**src/rtl/otter_csr_pkg.sv**
```systemverilog
// Shared definitions for the OTTER machine-mode CSR / interrupt unit:
// CSR addresses, operation encoding, mstatus bit positions and the
// fixed-priority interrupt encoder.
package otter_csr_pkg;

  // Machine-mode CSR addresses
  localparam logic [11:0] CSR_MSTATUS   = 12'h300;
  localparam logic [11:0] CSR_MIE       = 12'h304;
  localparam logic [11:0] CSR_MTVEC     = 12'h305;
  localparam logic [11:0] CSR_MSCRATCH  = 12'h340;
  localparam logic [11:0] CSR_MEPC      = 12'h341;
  localparam logic [11:0] CSR_MCAUSE    = 12'h342;
  localparam logic [11:0] CSR_MIP       = 12'h344;

  // Writable counters
  localparam logic [11:0] CSR_MCYCLE    = 12'hB00;
  localparam logic [11:0] CSR_MCYCLEH   = 12'hB80;
  localparam logic [11:0] CSR_MINSTRET  = 12'hB02;
  localparam logic [11:0] CSR_MINSTRETH = 12'hB82;

  // Read-only user-level counter aliases
  localparam logic [11:0] CSR_CYCLE     = 12'hC00;
  localparam logic [11:0] CSR_CYCLEH    = 12'hC80;
  localparam logic [11:0] CSR_INSTRET   = 12'hC02;
  localparam logic [11:0] CSR_INSTRETH  = 12'hC82;

  typedef enum logic [1:0] {
    CSR_OP_NONE = 2'b00,
    CSR_OP_RW   = 2'b01,
    CSR_OP_RS   = 2'b10,
    CSR_OP_RC   = 2'b11
  } csr_op_t;

  localparam int MSTATUS_MIE    = 3;
  localparam int MSTATUS_MPIE   = 7;
  localparam int IRQ_CAUSE_BASE = 16;

  typedef struct packed {
    logic       valid;
    logic [3:0] idx;
  } irq_win_t;

  // Lowest-numbered requesting source wins
  function automatic irq_win_t irq_prio_enc(input logic [15:0] req);
    irq_win_t win;
    win.valid = 1'b0;
    win.idx   = 4'd0;
    for (int i = 15; i >= 0; i--) begin
      if (req[i]) begin
        win.valid = 1'b1;
        win.idx   = 4'(i);
      end else begin
        win = win;
      end
    end
    return win;
  endfunction

endpackage

```
**src/rtl/otter_csr_counter64.sv**
```systemverilog
// 64-bit free-running counter with independently writable 32-bit halves.
// A write to either half takes precedence over the increment that cycle,
// so software sees exactly the value it wrote.
module otter_csr_counter64 (
  input  logic        CSR_clk,
  input  logic        CSR_reset_n,
  input  logic        inc,
  input  logic        wr_lo,
  input  logic        wr_hi,
  input  logic [31:0] wd,
  output logic [63:0] value
);

  logic [63:0] cnt_r;
  logic [63:0] cnt_nx_s;

  // Next count: software write replaces its half and suppresses the increment
  always_comb begin
    cnt_nx_s = cnt_r;
    if (wr_lo || wr_hi) begin
      if (wr_lo) begin
        cnt_nx_s[31:0] = wd;
      end else begin
        cnt_nx_s[31:0] = cnt_r[31:0];
      end
      if (wr_hi) begin
        cnt_nx_s[63:32] = wd;
      end else begin
        cnt_nx_s[63:32] = cnt_r[63:32];
      end
    end else if (inc) begin
      cnt_nx_s = cnt_r + 64'd1;
    end else begin
      cnt_nx_s = cnt_r;
    end
  end

  // Counter state register
  always_ff @(posedge CSR_clk or negedge CSR_reset_n) begin
    if (!CSR_reset_n) begin
      cnt_r <= 64'd0;
    end else begin
      cnt_r <= cnt_nx_s;
    end
  end

  assign value = cnt_r;

endmodule

```
**src/rtl/otter_csr_irq.sv**
```systemverilog
// OTTER machine-mode CSR file with NUM_IRQ edge-captured interrupt sources,
// fixed-priority arbitration, direct/vectored mtvec and 64-bit counters.
module otter_csr_irq
  import otter_csr_pkg::*;
#(
  parameter int          NUM_IRQ     = 4,
  parameter int          VECTORED_EN = 1,
  parameter logic [31:0] RESET_MTVEC = 32'h0
) (
  input  logic               CSR_clk,
  input  logic               CSR_reset_n,
  input  logic [NUM_IRQ-1:0] CSR_irq,
  input  logic [11:0]        CSR_addr,
  input  logic [1:0]         CSR_op,
  input  logic [31:0]        CSR_WD,
  input  logic [31:0]        CSR_pc,
  input  logic               CSR_int_taken,
  input  logic               CSR_mret_exec,
  input  logic               CSR_instret,
  output logic               CSR_int_req,
  output logic [31:0]        CSR_trap_pc,
  output logic [31:0]        CSR_mepc,
  output logic [31:0]        CSR_RD,
  output logic               CSR_illegal
);

  // mtvec bit 1 never holds a value; bit 0 only when vectored mode is allowed
  localparam logic [31:0] MTVEC_MASK = (VECTORED_EN != 0) ? 32'hFFFF_FFFD : 32'hFFFF_FFFC;

  logic [NUM_IRQ-1:0] mie_r;
  logic [NUM_IRQ-1:0] pend_r;
  logic [NUM_IRQ-1:0] irq_prev_r;
  logic [NUM_IRQ-1:0] edge_s;
  logic [NUM_IRQ-1:0] pend_nx_s;
  logic               mstatus_mie_r;
  logic               mstatus_mpie_r;
  logic [31:0]        mtvec_r;
  logic [31:0]        mscratch_r;
  logic [31:0]        mepc_r;
  logic [31:0]        mcause_r;
  logic [63:0]        mcycle_s;
  logic [63:0]        minstret_s;

  logic [31:0] mie_full_s;
  logic [31:0] mip_full_s;
  logic [31:0] mstatus_full_s;
  logic [31:0] rd_s;
  logic [31:0] wv_s;
  logic [31:0] vec_off_s;
  logic [15:0] win_req_s;
  logic [15:0] clr_s;
  logic        mapped_s;
  logic        ro_s;
  logic        illegal_s;
  logic        wr_en_s;
  logic        take_s;
  logic        int_req_s;
  irq_win_t    win_s;
  csr_op_t     op_s;

  assign op_s = csr_op_t'(CSR_op);

  // Widen the packed interrupt state to CSR bit positions and form requests
  always_comb begin
    mie_full_s = 32'd0;
    mie_full_s[IRQ_CAUSE_BASE +: NUM_IRQ] = mie_r;
    mip_full_s = 32'd0;
    mip_full_s[IRQ_CAUSE_BASE +: NUM_IRQ] = pend_r;
    mstatus_full_s = 32'd0;
    mstatus_full_s[MSTATUS_MIE]  = mstatus_mie_r;
    mstatus_full_s[MSTATUS_MPIE] = mstatus_mpie_r;
    win_req_s = 16'd0;
    win_req_s[NUM_IRQ-1:0] = pend_r & mie_r;
  end

  assign win_s     = irq_prio_enc(win_req_s);
  assign int_req_s = mstatus_mie_r & win_s.valid;
  assign take_s    = CSR_int_taken & int_req_s;
  assign edge_s    = CSR_irq & ~irq_prev_r;
  assign vec_off_s = (32'(IRQ_CAUSE_BASE) + {28'd0, win_s.idx}) << 2;

  // Address decode: old CSR value, whether it exists, whether it is read-only
  always_comb begin
    rd_s     = 32'd0;
    mapped_s = 1'b1;
    ro_s     = 1'b0;
    case (CSR_addr)
      CSR_MSTATUS:   rd_s = mstatus_full_s;
      CSR_MIE:       rd_s = mie_full_s;
      CSR_MTVEC:     rd_s = mtvec_r;
      CSR_MSCRATCH:  rd_s = mscratch_r;
      CSR_MEPC:      rd_s = mepc_r;
      CSR_MCAUSE:    rd_s = mcause_r;
      CSR_MIP:       rd_s = mip_full_s;
      CSR_MCYCLE:    rd_s = mcycle_s[31:0];
      CSR_MCYCLEH:   rd_s = mcycle_s[63:32];
      CSR_MINSTRET:  rd_s = minstret_s[31:0];
      CSR_MINSTRETH: rd_s = minstret_s[63:32];
      CSR_CYCLE:     begin rd_s = mcycle_s[31:0];    ro_s = 1'b1; end
      CSR_CYCLEH:    begin rd_s = mcycle_s[63:32];   ro_s = 1'b1; end
      CSR_INSTRET:   begin rd_s = minstret_s[31:0];  ro_s = 1'b1; end
      CSR_INSTRETH:  begin rd_s = minstret_s[63:32]; ro_s = 1'b1; end
      default:       begin rd_s = 32'd0; mapped_s = 1'b0; end
    endcase
  end

  // Write value from the read-modify-write operation
  always_comb begin
    case (op_s)
      CSR_OP_RW: wv_s = CSR_WD;
      CSR_OP_RS: wv_s = rd_s | CSR_WD;
      CSR_OP_RC: wv_s = rd_s & ~CSR_WD;
      default:   wv_s = rd_s;
    endcase
  end

  assign illegal_s = (op_s != CSR_OP_NONE) && (!mapped_s || ro_s);
  assign wr_en_s   = (op_s != CSR_OP_NONE) && !illegal_s;

  // Pending update: software write, then clear of the taken source, then new edges win
  always_comb begin
    clr_s = 16'd0;
    if (take_s) begin
      clr_s[win_s.idx] = 1'b1;
    end else begin
      clr_s = 16'd0;
    end
    if (wr_en_s && (CSR_addr == CSR_MIP)) begin
      pend_nx_s = wv_s[IRQ_CAUSE_BASE +: NUM_IRQ];
    end else begin
      pend_nx_s = pend_r;
    end
    pend_nx_s = (pend_nx_s & ~clr_s[NUM_IRQ-1:0]) | edge_s;
  end

  // Trap-entry state: trap entry beats CSR write beats MRET
  always_ff @(posedge CSR_clk or negedge CSR_reset_n) begin
    if (!CSR_reset_n) begin
      mstatus_mie_r  <= 1'b0;
      mstatus_mpie_r <= 1'b0;
      mepc_r         <= 32'd0;
      mcause_r       <= 32'd0;
    end else begin
      if (take_s) begin
        mstatus_mpie_r <= mstatus_mie_r;
        mstatus_mie_r  <= 1'b0;
      end else if (wr_en_s && (CSR_addr == CSR_MSTATUS)) begin
        mstatus_mie_r  <= wv_s[MSTATUS_MIE];
        mstatus_mpie_r <= wv_s[MSTATUS_MPIE];
      end else if (CSR_mret_exec) begin
        mstatus_mie_r  <= mstatus_mpie_r;
        mstatus_mpie_r <= 1'b1;
      end else begin
        mstatus_mie_r  <= mstatus_mie_r;
        mstatus_mpie_r <= mstatus_mpie_r;
      end
      if (take_s) begin
        mepc_r <= {CSR_pc[31:2], 2'b00};
      end else if (wr_en_s && (CSR_addr == CSR_MEPC)) begin
        mepc_r <= {wv_s[31:2], 2'b00};
      end else begin
        mepc_r <= mepc_r;
      end
      if (take_s) begin
        mcause_r <= 32'h8000_0000 | (32'(IRQ_CAUSE_BASE) + {28'd0, win_s.idx});
      end else if (wr_en_s && (CSR_addr == CSR_MCAUSE)) begin
        mcause_r <= wv_s;
      end else begin
        mcause_r <= mcause_r;
      end
    end
  end

  // Software-only configuration registers
  always_ff @(posedge CSR_clk or negedge CSR_reset_n) begin
    if (!CSR_reset_n) begin
      mie_r      <= '0;
      mtvec_r    <= RESET_MTVEC & MTVEC_MASK;
      mscratch_r <= 32'd0;
    end else begin
      if (wr_en_s && (CSR_addr == CSR_MIE)) begin
        mie_r <= wv_s[IRQ_CAUSE_BASE +: NUM_IRQ];
      end else begin
        mie_r <= mie_r;
      end
      if (wr_en_s && (CSR_addr == CSR_MTVEC)) begin
        mtvec_r <= wv_s & MTVEC_MASK;
      end else begin
        mtvec_r <= mtvec_r;
      end
      if (wr_en_s && (CSR_addr == CSR_MSCRATCH)) begin
        mscratch_r <= wv_s;
      end else begin
        mscratch_r <= mscratch_r;
      end
    end
  end

  // Interrupt edge history and pending flags
  always_ff @(posedge CSR_clk or negedge CSR_reset_n) begin
    if (!CSR_reset_n) begin
      irq_prev_r <= '0;
      pend_r     <= '0;
    end else begin
      irq_prev_r <= CSR_irq;
      pend_r     <= pend_nx_s;
    end
  end

  otter_csr_counter64 u_mcycle (
    .CSR_clk     (CSR_clk),
    .CSR_reset_n (CSR_reset_n),
    .inc         (1'b1),
    .wr_lo       (wr_en_s && (CSR_addr == CSR_MCYCLE)),
    .wr_hi       (wr_en_s && (CSR_addr == CSR_MCYCLEH)),
    .wd          (wv_s),
    .value       (mcycle_s)
  );

  otter_csr_counter64 u_minstret (
    .CSR_clk     (CSR_clk),
    .CSR_reset_n (CSR_reset_n),
    .inc         (CSR_instret),
    .wr_lo       (wr_en_s && (CSR_addr == CSR_MINSTRET)),
    .wr_hi       (wr_en_s && (CSR_addr == CSR_MINSTRETH)),
    .wd          (wv_s),
    .value       (minstret_s)
  );

  assign CSR_int_req = int_req_s;
  assign CSR_trap_pc = mtvec_r[0] ? ({mtvec_r[31:2], 2'b00} + vec_off_s)
                                  : {mtvec_r[31:2], 2'b00};
  assign CSR_mepc    = mepc_r;
  assign CSR_RD      = rd_s;
  assign CSR_illegal = illegal_s;

endmodule

```
**config.mk**
```make
export PLATFORM = sky130hd
export DESIGN_NAME = otter_csr_irq
export DESIGN_NICKNAME = d
export VERILOG_FILES = /design/src/rtl/otter_csr_pkg.sv /design/src/rtl/otter_csr_counter64.sv /design/src/rtl/otter_csr_irq.sv
export SDC_FILE = /design/constraint.sdc
export NUM_CORES = 1
export LEC_CHECK = 0
export CORE_UTILIZATION = 40
export CTS_CLUSTER_DIAMETER = 200
export CTS_CLUSTER_SIZE = 28
export DETAILED_ROUTE_END_ITERATION = 7
export HOLD_SLACK_MARGIN = 0.08
export PLACE_DENSITY_LB_ADDON = 0.12
export REMOVE_ABC_BUFFERS = 1
export SETUP_SLACK_MARGIN = 0.2
export SYNTH_ARGS = -nofsm -noshare
export SYNTH_HDL_FRONTEND = slang
export SYNTH_HIERARCHICAL = 1
export SYNTH_SLANG_ARGS = --single-unit
```
**constraint.sdc**
```tcl
create_clock -name CSR_clk -period 3.6 [get_ports CSR_clk]
set_input_delay 0.54 -clock CSR_clk [delete_from_list [all_inputs] [get_ports CSR_clk]]
set_output_delay 0.54 -clock CSR_clk [all_outputs]
set_load 0.01 [all_outputs]
```
After elaboration in Yosys (flattened, before gate mapping)
Cells that the tools add are included.

word-level totals
  register bits = 269
  bits of input ports = 87
  output and inout bits = 98
  word-level logic and storage cells = 114

cells by class
  add/subtract/negate cells = 4
  magnitude comparators = 2
  equal/unequal tests = 22
  mux-type cells = 30
  bitwise operators = 11
  reduce and logical (&&, ||, !) cells = 32

operator list
  kind                     number
  $pmux W32 S11            1
  $mux W32                 9
  $mux W64                 3
  $add A64 B1 Y64 const B  2
  $eq A12 B12 Y1 const B   8
  $pmux W32 S3             1
  $eq A12 B10 Y1 const B   7
  $add A32 B8 Y32          1
  $and A32 B32 Y32         1
  $not A32 Y32             1
  $or A32 B32 Y32          1
  $mux W5                  4
  $reduce_or A15 Y1        1
  $logic_and A1 B1 Y1      14
  $and A4 B4 Y4            3
  $mux W1                  9
  $mux W4                  2
  $ne A2 B1 Y1 const B     4
  $not A4 Y4               2
  $reduce_bool A2 Y1       4
  $reduce_or A2 Y1         4
  $add A5 B4 Y6 const A    1
  $lt A4 B5 Y1 const B     1
  $demux W1 S4             1
  other kinds (10)         16

Longest topological paths before layout
  depth in word-level cells = 13
  gate-level depth with buffers = 16
  depth with buffers taken out = 11

Hierarchy
Netlist, hierarchy kept.

modules (own cells, without submodules)
  module               times used  cells an instance  area an instance (µm²)  sequential area each (µm²)
  otter_csr_irq        1           1127               9654.3                  3478.3
  otter_csr_counter64  2           530                4254.1                  1601.5

Worst setup path after synthesis
No wires, ideal clock.

  path kind = input-to-reg
  from = input CSR_addr[7]
  to = register u_mcycle.cnt_r[8], in the netlist u_mcycle/value[8]
  setup time = 83 ps
  arrival time = 3375 ps
  required time = 3517 ps
  slack = 143 ps
  stages = 15
  path buffers = 5
  cells stage by stage = buf_2 -> or4_1 -> clkbuf_8 -> nor2_4 -> nand2_1 -> a31oi_2 -> nand2_1 -> nor3_1 -> clkbuf_1 -> nor2b_1 -> clkbuf_1 -> nor2_1 -> clkbuf_1 -> o21ai_0 -> o21ai_0

between the ends
  longest elaborated chain between the ends = 11
  elaborated cells between the ends (all ways) = 38
  classes of those cells = eq/ne (16); mux (6); bitwise (2); reduce/logical (14)

RTL lines
  what                                                       RTL line                                    source
  from (decl)                                                otter_csr_irq.sv:13                         input logic [11:0] CSR_addr,
  $eq A12 B10 Y1, or another cell as far along               otter_csr_irq.sv:87                         case (CSR_addr)
  $reduce_or A15 Y1 (no source line)                         -
  $mux W1                                                    otter_csr_irq.sv:87
  $logic_not A1 Y1                                           otter_csr_irq.sv:117                        assign illegal_s = (op_s != CSR_OP_NONE) && (!mapped_s || ro_s);
  $logic_or A1 B1 Y1                                         otter_csr_irq.sv:117
  $logic_and A1 B1 Y1                                        otter_csr_irq.sv:117
  $logic_not A1 Y1                                           otter_csr_irq.sv:118                        assign wr_en_s = (op_s != CSR_OP_NONE) && !illegal_s;
  $logic_and A1 B1 Y1                                        otter_csr_irq.sv:118
  $logic_and A1 B1 Y1, on equally long branches              otter_csr_irq.sv:214, otter_csr_irq.sv:215
  $logic_or A1 B1 Y1                                         otter_csr_counter64.sv:20                   if (wr_lo || wr_hi) begin
  $ne A2 B1 Y1 (no source line) or $mux W64 (tied branches)  -
  to (signal assigned)                                       otter_csr_counter64.sv:43                   cnt_r <= cnt_nx_s;
  to (decl)                                                  otter_csr_counter64.sv:14                   logic [63:0] cnt_r;

Parallel ways exist; a longest one is shown, timed or not. The select of a mux whose other input is x is not followed.
A chain may end at the register's enable or synchronous reset.

Final worst setup path
  from = register mie_r[2]
  to = output CSR_trap_pc[14]

between the ends
  longest elaborated chain between the ends = 7

RTL lines
  what                    RTL line              source
  from (decl)             otter_csr_irq.sv:30   logic [NUM_IRQ-1:0] mie_r;
  from (signal assigned)  otter_csr_irq.sv:182  mie_r <= wv_s[IRQ_CAUSE_BASE +: NUM_IRQ];
  from (signal assigned)  otter_csr_irq.sv:184  mie_r <= mie_r;
  $and A4 B4 Y4           otter_csr_irq.sv:73   win_req_s[NUM_IRQ-1:0] = pend_r & mie_r;
  $mux W5 (3 in series)   otter_csr_pkg.sv:49   if (req[i]) begin
  $add A5 B4 Y6           otter_csr_irq.sv:80   assign vec_off_s = (32'(IRQ_CAUSE_BASE) + {28'd0, win_s.idx}) << 2;
  $add A32 B8 Y32         otter_csr_irq.sv:231  assign CSR_trap_pc = mtvec_r[0] ? ({mtvec_r[31:2], 2'b00} + vec_off_s)
  $mux W32                otter_csr_irq.sv:231
  to (decl)               otter_csr_irq.sv:21   output logic [31:0] CSR_trap_pc,

Every way passes these cells.

==> parameters.txt <==
Parameter                              Value

Outcome
  Run status    finished with violations
  Violations in the final reports    negative setup slack

Synth
  FF+latch count, synth    267
  Portion of the post-synthesis area used by sequential elements    36.8%
  Number of enable-type register cells in the synthesized netlist    0
  Post-synthesis instance area    0.0182 mm2
  Warning count from the yosys run    6
  Asr flop ratio synth    between 90% and 100%
  Most used flip-flop cell after synthesis    sky130_fd_sc_hd__dfrtp_1
  Cell variety after synth    97
  Post-synthesis area per instance    slightly above 8 um2
  Number of standard cells after synthesis    around 2200

Final layout
  Net total in the final layout    ~2700
  Most common cell after layout, fill and taps aside    sky130_fd_sc_hd__buf_4
  Growth of design area from synthesis to finish    35.3%
  Utilization after layout    55.2%
  Fraction of layout cells with a size suffix above 1    between 20% and 30%
  Most frequent cells in the layout    347 x sky130_fd_sc_hd__buf_4, 267 x sky130_fd_sc_hd__dfrtp_1, 261 x sky130_fd_sc_hd__nand2_1, 177 x sky130_fd_sc_hd__o21ai_0, 141 x sky130_fd_sc_hd__nand3_1
  Post-route non-filler standard cell count    3232

Worst setup path
  Gate family responsible for the most delay along the worst path    buffers and inverters
  Critical path data arrival time    around 3.2 ns
  Max Fanout on Critical Path    3
  Worst Path Buf+Inv    5
  Crit-path cells    nand2_1 > nand3_2 > a21boi_2 > ha_2 > inv_2 > fa_2 > nor2_2 > o211ai_1 > buf_4 > buf_6 > buf_6 > nor2_4 > nand3_2 > xnor2_2 > buf_4
  Type of the worst setup path    reg -> out
  Setup crit end kind    output pin
  Kind of start point of the critical path    flip-flop
  Highest cell delay on the worst timing path    0.43 ns
  Required time of the worst setup path    3.06 ns
  Library cell contributing the largest single delay on the critical path    sky130_fd_sc_hd__dfrtp_1

Routing
  Vias after detailed routing    approximately 21000
  Number of DRC markers in iteration 0    approximately 2400
  Number of nets still failing antenna checks after routing    0
  Detail-routed via count per cell    6.41
  Wire length per cell after detailed routing    28.3 um
  Final routed wirelength across all metal layers    approximately 90 mm
  DRT Pass-1 Iters    6
  Number of DRC violations after detailed routing    0

Floorplanning
  Std cell rows    between 70 and 80
  Full die area    approximately 0.046 mm2
  Io pins    between 150 and 200
  DIE HEIGHT    between 200 and 250 um
  Horizontal die dimension    215 um
  Effective utilization at floorplan    around 40%
  Floorplan core area    0.0445 mm2

CTS
  TritonCTS Buffers    13
  Clk sink count    between 200 and 300
  Deepest level of the CTS H-tree    1
  Clock-pin transition on the worst setup and hold timing paths    ~0.12 ns
  TritonCTS clock tree    done
  Clock network latency to the later pin of the worst-skew pair    between 0.5 and 0.6 ns
  Clock Tree Root    sky130_fd_sc_hd__clkbuf_16
  Max Root-Sink Buffers    3

Timing
  Relative slew margins    28.5%
  Final Cycle Share    105%
  Pin slew with the least headroom to its limit    roughly 1.1 ns
  Fin crit period    3.78 ns
  Final setup violation count    18
  Number of failing hold endpoints at the final stage    0
  Maximum clock rate    264 MHz
  Final Max Tran Viols    0
  Setup total negative slack    -2.34 ns
  Final critical-path setup slack    -0.181 ns
  RSZ-0062 raised after global routing    yes
  Layout Skew    about 0.033 ns

Place
  Instance count after placement with tap cells included    3164
  Port bufs    roughly 180
  RD Place Congestion    approximately 1.0
  Placed wire-length estimate after detailed placement    68.3 mm

Hold path
  Path class of the lowest-slack min-delay path    reg -> reg

Global routing
  Wire length of the first global-routing pass    134 mm
  Vias in the first global route    about 20000
  GRT Util Overall    between 30% and 40%
  Total grt overflow    0
  Maximum number of pins on one net before global-route repair    66
  Initial antenna violation count    4

Run
  Number of maximum-capacitance violations    0

Power and ir drop
  Worst supply voltage drop on vdd    roughly 240 uV
  Power density of the placed cells    between 200 and 300 mW/mm2
  Static Leakage    slightly above 10 nW
power by group:
group	internal, mW	switching, mW
registers	3.12	0.280
logic	0.537	0.710
clock network	0.670	1.12
timing repair:
item,CTS,global route
resized for setup,314,52
hold buffers,1,0
setup endpoints to repair,62,57
endpoints found under the hold margin,59,0
setup buffers,34,10
pin swaps,49,31
cloned,6,1
cells by family after synthesis:
logic type,after synthesis,synth area share [%]
xor gates and xnor gates,91,4.39
buffers and inverters,218,5.36
adders and majority gates,5,0.386
muxes,66,3.98
and+or+nand+nor,954,27.5
DFF,267,36.8
AOI/OAI and AO/OA,584,21.6
other,2,0.0413
layer usage:
layer  global-route usage, %  part of all wire (%)  vias up
li1                        -                     -     9035
met1                    50.9                    40    10200
met2                    60.7                    44     1176
met3                    7.95                   9.6      265
met4                    18.3                   5.6        6
met5                       0                 0.050        -
cells in the mapped netlist, types with 15 or more instances:
master | instances | area [um2]
sky130_fd_sc_hd__dfrtp_1 | 267 | 6680
sky130_fd_sc_hd__nand2_1 | 266 | 998
sky130_fd_sc_hd__o21ai_0 | 182 | 911
sky130_fd_sc_hd__nand3_1 | 153 | 766
sky130_fd_sc_hd__nor2_1 | 135 | 507
sky130_fd_sc_hd__clkbuf_1 | 97 | 364
sky130_fd_sc_hd__nand4_1 | 96 | 601
sky130_fd_sc_hd__a22oi_1 | 72 | 541
sky130_fd_sc_hd__a21oi_1 | 71 | 355
sky130_fd_sc_hd__xnor2_1 | 69 | 604
sky130_fd_sc_hd__inv_1 | 61 | 229
sky130_fd_sc_hd__mux2_2 | 46 | 518
sky130_fd_sc_hd__nor3_1 | 43 | 215
sky130_fd_sc_hd__nor4_1 | 40 | 250
sky130_fd_sc_hd__and2_1 | 35 | 219
sky130_fd_sc_hd__and3_1 | 31 | 194
sky130_fd_sc_hd__buf_2 | 31 | 155
sky130_fd_sc_hd__a31oi_1 | 26 | 163
sky130_fd_sc_hd__a22o_1 | 24 | 210
sky130_fd_sc_hd__or3_1 | 24 | 150
sky130_fd_sc_hd__o22ai_1 | 22 | 138
sky130_fd_sc_hd__or4_1 | 22 | 165
sky130_fd_sc_hd__xor2_1 | 22 | 193
sky130_fd_sc_hd__mux2i_1 | 19 | 190
sky130_fd_sc_hd__nor2b_1 | 19 | 119
sky130_fd_sc_hd__o22a_1 | 17 | 149
sky130_fd_sc_hd__or2_2 | 17 | 106
sky130_fd_sc_hd__a221o_1 | 16 | 160
sky130_fd_sc_hd__o31ai_1 | 16 | 120
sky130_fd_sc_hd__and4_1 | 15 | 131
sky130_fd_sc_hd__buf_4 | 15 | 113
metrics by stage:
stage | hold WS, ns | total power, mW | instance area, um2 | setup slack (ns)
after floorplan | 0.244 | 3.82 | 17500 | -4.42
after global placement | 0.440 | 4.59 | 23100 | -0.345
after detailed placement | 0.439 | 4.60 | 23100 | -0.361
after CTS | 0.458 | 6.42 | 24300 | -0.220
after global routing | 0.464 | 6.65 | 24600 | -0.319
final | 0.454 | 6.44 | 24600 | -0.181
sequential cells by signal (all words and copies together) (netlist names), 30 cells and up:
register and flops:
u_mcycle/value 64, u_minstret/value 64, mcause_r 32, mscratch_r 32
mtvec_r 31, CSR_mepc 30
worst paths after layout:
| kind | startpoint | endpoint | slack (ns) | cells after the start |
|---|---|---|---|---|
| worst max-delay path | mie_r[2] | CSR_trap_pc[14] | -0.18 | 15 |
| worst min-delay path | irq_prev_r[3] | pend_r[3] | 0.45 | 1 |
| worst max register to register | u_minstret/value[0] | u_minstret/value[46] | 0.51 | 6 |
| worst min register to register | irq_prev_r[3] | pend_r[3] | 0.45 | 1 |
| max in group asynchronous | CSR_reset_n | mtvec_r[30] | 2.09 | 3 |
| min in group asynchronous | CSR_reset_n | CSR_mepc[16] | 0.55 | 2 |
cell type report:
cell class	instances	area (um2)
Fill cell	4151	19900
Multi-Input combinational cell	1711	11400
Sequential cell	267	6680
Timing Repair Buffer	583	5200
Tap cell	592	741
Clock buffer	13	325
Inverter	63	236
Clock inverter	1	16.3
Antenna cell	2	5.00
(Power assumes the default switching activity.)
